===== src/rtl/sigmoid_eval_ctrl.sv =====
// Sequences one stochastic sigmoid evaluation: operand -> LFSR-compared bitstream on x_out,
// warm-up settle, ones-count of y_in over a fixed window, result returned on a handshake.
module sigmoid_eval_ctrl #(
    parameter int unsigned      WIDTH      = 8,
    parameter int unsigned      STREAM_LEN = 256,
    parameter int unsigned      WARMUP     = 16,
    parameter logic [WIDTH-1:0] SEED       = WIDTH'(8'h5A),
    parameter logic [WIDTH-1:0] LFSR_TAPS  = WIDTH'(8'hB8)
) (
    input  logic             clk,
    input  logic             n_rst,
    input  logic             in_valid,
    output logic             in_ready,
    input  logic [WIDTH-1:0] in_value,
    input  logic             abort,
    output logic             x_out,
    input  logic             y_in,
    output logic             out_valid,
    input  logic             out_ready,
    output logic [WIDTH-1:0] result,
    output logic             busy,
    output logic [1:0]       dbg_state
);

    // Handshakes: a transfer happens on a rising edge where valid and ready are both high;
    // valid never depends on ready, and the offering side holds its data until the transfer.
    typedef enum logic [1:0] {S_IDLE, S_WARMUP, S_ACCUM, S_DONE} state_t;

    localparam int unsigned     CYC_MAX    = (WARMUP > STREAM_LEN) ? WARMUP : STREAM_LEN;
    localparam int unsigned     CYC_W      = $clog2(CYC_MAX);
    localparam logic [CYC_W-1:0] WARM_LAST  = CYC_W'(WARMUP - 1);
    localparam logic [CYC_W-1:0] ACCUM_LAST = CYC_W'(STREAM_LEN - 1);
    localparam logic [WIDTH:0]   SAT        = {1'b0, {WIDTH{1'b1}}};

    state_t           state_q, state_d;
    logic [WIDTH-1:0] value_q, value_d;
    logic [WIDTH-1:0] lfsr_q, lfsr_d;
    logic [CYC_W-1:0] cyc_q, cyc_d;
    logic [WIDTH:0]   ones_q, ones_d;
    logic [WIDTH-1:0] result_q, result_d;
    logic             x_out_q, x_out_d;
    logic             lfsr_fb;
    logic [WIDTH:0]   ones_sum;

    always_ff @(posedge clk or negedge n_rst) begin
        if (!n_rst) state_q <= S_IDLE;
        else        state_q <= state_d;
    end

    always_comb begin
        state_d = state_q;
        case (state_q)
            S_IDLE:   if (in_valid) state_d = S_WARMUP;
            S_WARMUP: begin
                if (abort)                   state_d = S_IDLE;
                else if (cyc_q == WARM_LAST) state_d = S_ACCUM;
            end
            S_ACCUM: begin
                if (abort)                    state_d = S_IDLE;
                else if (cyc_q == ACCUM_LAST) state_d = S_DONE;
            end
            S_DONE:   if (out_ready) state_d = S_IDLE;
            default:  state_d = S_IDLE;
        endcase
    end

    always_comb begin
        in_ready  = (state_q == S_IDLE);
        out_valid = (state_q == S_DONE);
        busy      = (state_q == S_WARMUP) || (state_q == S_ACCUM);
        x_out     = x_out_q;
        result    = result_q;
        dbg_state = state_q;
    end

    // y_in only reaches ones_d inside ACCUM, so an unknown y_in elsewhere stays out of the count.
    always_comb begin
        value_d  = value_q;
        lfsr_d   = lfsr_q;
        cyc_d    = cyc_q;
        ones_d   = ones_q;
        result_d = result_q;
        x_out_d  = 1'b0;
        lfsr_fb  = ^(lfsr_q & LFSR_TAPS);
        ones_sum = ones_q + {{WIDTH{1'b0}}, y_in};
        case (state_q)
            S_IDLE: begin
                if (in_valid) begin
                    value_d = in_value;
                    lfsr_d  = SEED;
                    cyc_d   = '0;
                    ones_d  = '0;
                end
            end
            S_WARMUP: begin
                lfsr_d  = {lfsr_q[WIDTH-2:0], lfsr_fb};
                x_out_d = !abort && (value_q > lfsr_q);
                cyc_d   = (cyc_q == WARM_LAST) ? '0 : cyc_q + 1'b1;
            end
            S_ACCUM: begin
                lfsr_d  = {lfsr_q[WIDTH-2:0], lfsr_fb};
                x_out_d = !abort && (value_q > lfsr_q);
                cyc_d   = cyc_q + 1'b1;
                ones_d  = ones_sum;
                if ((cyc_q == ACCUM_LAST) && !abort)
                    result_d = (ones_sum > SAT) ? '1 : ones_sum[WIDTH-1:0];
            end
            default: ;
        endcase
    end

    always_ff @(posedge clk or negedge n_rst) begin
        if (!n_rst) begin
            value_q  <= '0;
            lfsr_q   <= SEED;
            cyc_q    <= '0;
            ones_q   <= '0;
            result_q <= '0;
            x_out_q  <= 1'b0;
        end else begin
            value_q  <= value_d;
            lfsr_q   <= lfsr_d;
            cyc_q    <= cyc_d;
            ones_q   <= ones_d;
            result_q <= result_d;
            x_out_q  <= x_out_d;
        end
    end

endmodule


===== config.mk =====
export PLATFORM = sky130hd
export DESIGN_NAME = sigmoid_eval_ctrl
export DESIGN_NICKNAME = d
export VERILOG_FILES = /design/src/rtl/sigmoid_eval_ctrl.sv
export SDC_FILE = /design/constraint.sdc
export NUM_CORES = 1
export LEC_CHECK = 0
export CORE_MARGIN = 3
export CORE_UTILIZATION = 56
export DETAILED_ROUTE_END_ITERATION = 8
export HOLD_SLACK_MARGIN = 0.12
export MAX_ROUTING_LAYER = met4
export PLACE_DENSITY = 0.8
export SETUP_SLACK_MARGIN = 0.4
export SLEW_MARGIN = 15
export SYNTH_ARGS = -nofsm -noshare
export SYNTH_HDL_FRONTEND = slang
export SYNTH_SLANG_ARGS = --single-unit

===== constraint.sdc =====
create_clock -name clk -period 2.3 [get_ports clk]
set_input_delay 0.46 -clock clk [delete_from_list [all_inputs] [get_ports clk]]
set_output_delay 0.46 -clock clk [all_outputs]
set_load 0.1 [all_outputs]

# Word-level counts from Yosys, hierarchy flattened
# Index checks and enable logic that the tools add are counted.
# W data, S select, Z words.
# totals
wordCells	52
out_inout_bits	14
in_bits	14
ff_bits	44
# op_classes
add_sub_neg	2
n_reduce_logical	16
n_mux	16
eq_ne	9
order_cmp	2
# ops
op	count
$mux W8	4
$pmux W8 S3	1
$pmux W9 S2	1
$pmux W8 S2	1
$mux W2	6
$reduce_and A2 Y1	5
$add A9 B1 Y9	1
$gt A9 B8 Y1 const B	1
$mux W9	1
$add A8 B1 Y8 const B	1
$eq A8 B4 Y1 const B	1
$eq A8 B8 Y1 const B	1
$gt A8 B8 Y1	1
$pmux W2 S4	1
$reduce_xor A8 Y1	1
$ne A3 B2 Y1 const B	2
$eq A2 B2 Y1 const B	2
$reduce_and A4 Y1	1
$reduce_bool A2 Y1	2
$reduce_bool A3 Y1	1
$eq A2 B1 Y1 const B	1
$logic_and A1 B1 Y1	2
$logic_not A2 Y1	1
$ne A2 B1 Y1 const B	1
5 further kinds	5

# Depth between registers and ports, before layout
# logic_depth
word_depth	4
ltp_mapped	10
depth_no_buf	7

# Worst setup path before layout
# No wires, ideal clock.
# synth_path
path_type	register -> register
startpoint	reg state_q[0] (netlist: dbg_state[0])
endpoint	reg cyc_q[5]
setup_ns	0.104
t_arrival_ns	3.206
required_ns	2.196
setup_slack_ns	-1.010
n_path_buf	0
path_stages_with_launch	7
period_less_slack_ns	3.310
path_cell_list	dfrtp_1 -> inv_1 -> ha_1 -> o21ai_0 -> a31oi_4 -> nand2b_1 -> o311ai_1
# synth_between
elab_chain_cells	3
word_cells_on_any_way	7
classes_between	eq/ne: 3; mux: 1; reduce/logical: 3
# synth_rtl
item	line_no	rtl
from (decl)	35	state_t state_q, state_d;
from (signal assigned)	47	else state_q <= state_d;
$eq A2 B1 Y1, or another cell as far along	86	case (state_q)
$reduce_bool A3 Y1 (no source line) or $ne A2 B2 Y1 (tied branches)	n/a	
$reduce_and A2 Y1 (no source line)	n/a	
to (signal assigned)	123	cyc_q <= cyc_d;
to (decl)	38	logic [CYC_W-1:0] cyc_q, cyc_d;
# Parallel ways exist; a longest one is shown, timed or not.
# A chain may end at the register's enable or synchronous reset.

# Worst setup path after layout
# layout_path
startpoint	in y_in
endpoint	reg ones_q[8]
# layout_between
elab_chain_cells	2
# layout_rtl
item	line_no	rtl
from (decl)	17	input logic y_in,
$add A9 B1 Y9	85	ones_sum = ones_q + {{WIDTH{1'b0}}, y_in};
$pmux W9 S2	86	
to (signal assigned)	124	ones_q <= ones_d;
to (decl)	39	logic [WIDTH:0] ones_q, ones_d;
# Every way passes these cells.

==> qor.txt <==
power share of the clock group: 13.2%
Worst Slack Setup Final: 0.413 ns
Die W: 71.4 um
Critical Path RT: 2.49 ns
clk_lat worst skew: 0.29 ns
Initial Util: 59.1%
pre-CTS WS: 0.0574 ns
worst-path maximum fanout: 3
Worst setup EP type: flop
Net Switching: 1750 uW
post-DR wirelength/cell: 14.4 um
status: finished clean
Worst Max-Slew Pin Slew: 0.766 ns
period utilization: 82.1%
Yosys cell types: 38
Synth Area per Inst: 10.2 sq um
design area: 2930 sq um
Worst VDD drop: 1.66 mV
top post-synthesis cells by area: dfrtp_1 (42%), ha_1 (8.4%), mux2_2 (5.2%)
Synth top area share: 41.8%
htree depth: 2
dpl cell area: 2800 sq um
I/O Buffers: 27
minimum clock period: 1.89 ns
Placed Cells: 313
die area: 5100 sq um
# IOs: 28
pin count of the biggest net entering global routing: 36
Yosys warnings: 0
ratio of cells with drive above 1 in the final layout: 25.8%
synthesized flop and latch total: 44
vias: 1,764
clock slew at reported path FFs: 0.08 ns
power per cell area: 1320 nW/um^2
die height: 71.4 um
Core Rows: 23
Via density: 5.50
Hold-fix buffers, CTS: 0
nets: 300
Final ANT Viol Nets: 0
Post-Route WL: 4.61 mm
CP arrival: 2.07 ns
Tot GR Track Use: 20.3%
RSZ-0062 raised after global routing: false
most common cell after layout, fill and taps aside: dfrtp_1
Final Setup Violations: 0
FF-to-FF setup slack: 0.48 ns
EDFF count, synth: 0
predominant post-synthesis flop cell: dfrtp_1
Fmax: 0.530 GHz
HP Class: in -> async
Final Slew Violations: 0
Congestion Overflow GR: 0
fin cells: 321
final setup TNS: 0 ns
initial antenna violation count: 0
clock sink total: 44
P_int: 2110 uW
reg2reg end: ones_q[8]$_DFFE_PN0P_
most frequent cells in the layout: dfrtp_1 (38), buf_4 (21), nor2_1 (18)
GPL Wtd Cong: 0.799
critical path class: in -> reg
Async S/R FF share, synth: 100%
register area share after synthesis: 46.1%
Area Overhead vs Synth: 22.3%
Crit. Startpoint: y_in
Syn Inst Count: 235
post-synth top area cell: dfrtp_1
Max-slew headroom: 48.9%
r2r startpoint: dbg_state[1]$_DFFE_PN0P_
number of clock buffers inserted by TritonCTS: 5
Mapped Area: 2400 sq um
worst clock skew: 0.00903 ns
vias in the first global route: 1,755
CTS Root Buffer Type: clkbuf_8
core region area: 4060 sq um
global-route wire length before repair: 7.96 mm
final hold viol count: 0
Antenna Cells: 0
Sequential Power Share: 29.9%
startpoint types: primary input
Worst R2R Path Depth: 7
syn_nets: 265
CTS tree: done
drt first pass iters: 4
max cap viols: 0
drt initial violations: 75
Gate power share: 56.9%
switch share: 45.3%
Final HPWL DP: 3.39 mm
CTS Buffer Depth: 2
Post-CTS Setup Repair Bufs: 0
DRC: 0
Pleak: 0.00134 uW
## worst max-delay path by stage
stage	slack, ns	cells after the start	end
4_1_cts	0.41	7	ones_q[8]$_DFFE_PN0P_
3_5_place_dp	0.06	8	result[6]$_DFFE_PN0P_
3_3_place_gp	0.10	8	result[0]$_DFFE_PN0P_
2_1_floorplan	0.18	8	ones_q[8]$_DFFE_PN0P_
5_1_grt	0.37	7	ones_q[8]$_DFFE_PN0P_
6_report	0.41	7	ones_q[8]$_DFFE_PN0P_
## synthesized netlist by cell type, types with 2 or more instances
cell type / number
o22ai_1: 3
nand2b_1: 6
a22o_1: 7
xnor2_1: 7
o21ai_0: 13
nor3_1: 4
nand2_1: 16
nand3_1: 10
nor2_1: 21
clkbuf_1: 2
dfstp_2: 4
inv_1: 15
a22oi_1: 4
o31ai_1: 3
and2_1: 3
nor2b_1: 4
ha_1: 16
xor2_1: 3
nand4_1: 3
mux2_2: 11
o21a_1: 2
a32o_1: 2
a21oi_1: 13
a21o_1: 5
buf_2: 5
dfrtp_1: 40
o311ai_1: 2
## what timing repair did
action	CTS	global route
endpoints found under the setup margin	11	12
gates resized for setup	2	10
pin swaps	0	1
## worst max-delay path, stage by stage
cell and delay, ns:
clkdlybuf4s50_1 0.48, ha_2 0.21, ha_4 0.15, nand3_1 0.09
nor2_2 0.18, mux2_4 0.31, a22o_1 0.21
## logic make-up after synthesis
group / after synthesis / synth area share, %
compound gates: 57 / 16.1
simple gates: 73 / 16.0
xor+xnor: 10 / 3.65
flops: 44 / 46.1
mux: 12 / 5.58
fa+ha+maj: 16 / 8.35
buf+inv: 23 / 4.18
## power by group through the flow
stage	clock network (uW)	registers [uW]	logic, uW
2_1_floorplan	0	1380	1460
3_3_place_gp	0	1160	2120
3_5_place_dp	0	1170	2160
4_1_cts	524	1160	2170
5_1_grt	558	1180	2400
6_report	509	1160	2200
## registers in the layout, indices dropped and copies added, names as in the netlist
signal	cells
result	8
lfsr_q	8
dbg_state	2
value_q	8
cyc_q	8
x_out	1
ones_q	9
## area by class of cell
type,count,area (sq um)
multi-input combinational,168,1280
sequential,44,1110
inverter,15,61.3
timing repair buffer,36,323
fill,299,1130
tap,50,62.6
clock buffer,7,86.3
clock inverter,1,7.51
## routing by layer
metal	up-vias	GRT usage (%)	share of wire, %
li1	894	-	-
met1	836	26.8	47
met2	32	31.7	49
met3	2	4.77	3.6
met4	0	5.01	0.30
met5	-	-	0
## per-stage QoR
stage          total power, uW  util, %  hold slack, ns
4_1_cts                   3850     71.3           0.257
3_5_place_dp              3330     68.9           0.495
3_3_place_gp              3280     68.9           0.491
6_report                  3860     72.2           0.231
5_1_grt                   4140     72.2           0.294
2_1_floorplan             2840        -           0.164
Note: power is estimated with default switching activity, not from simulation.
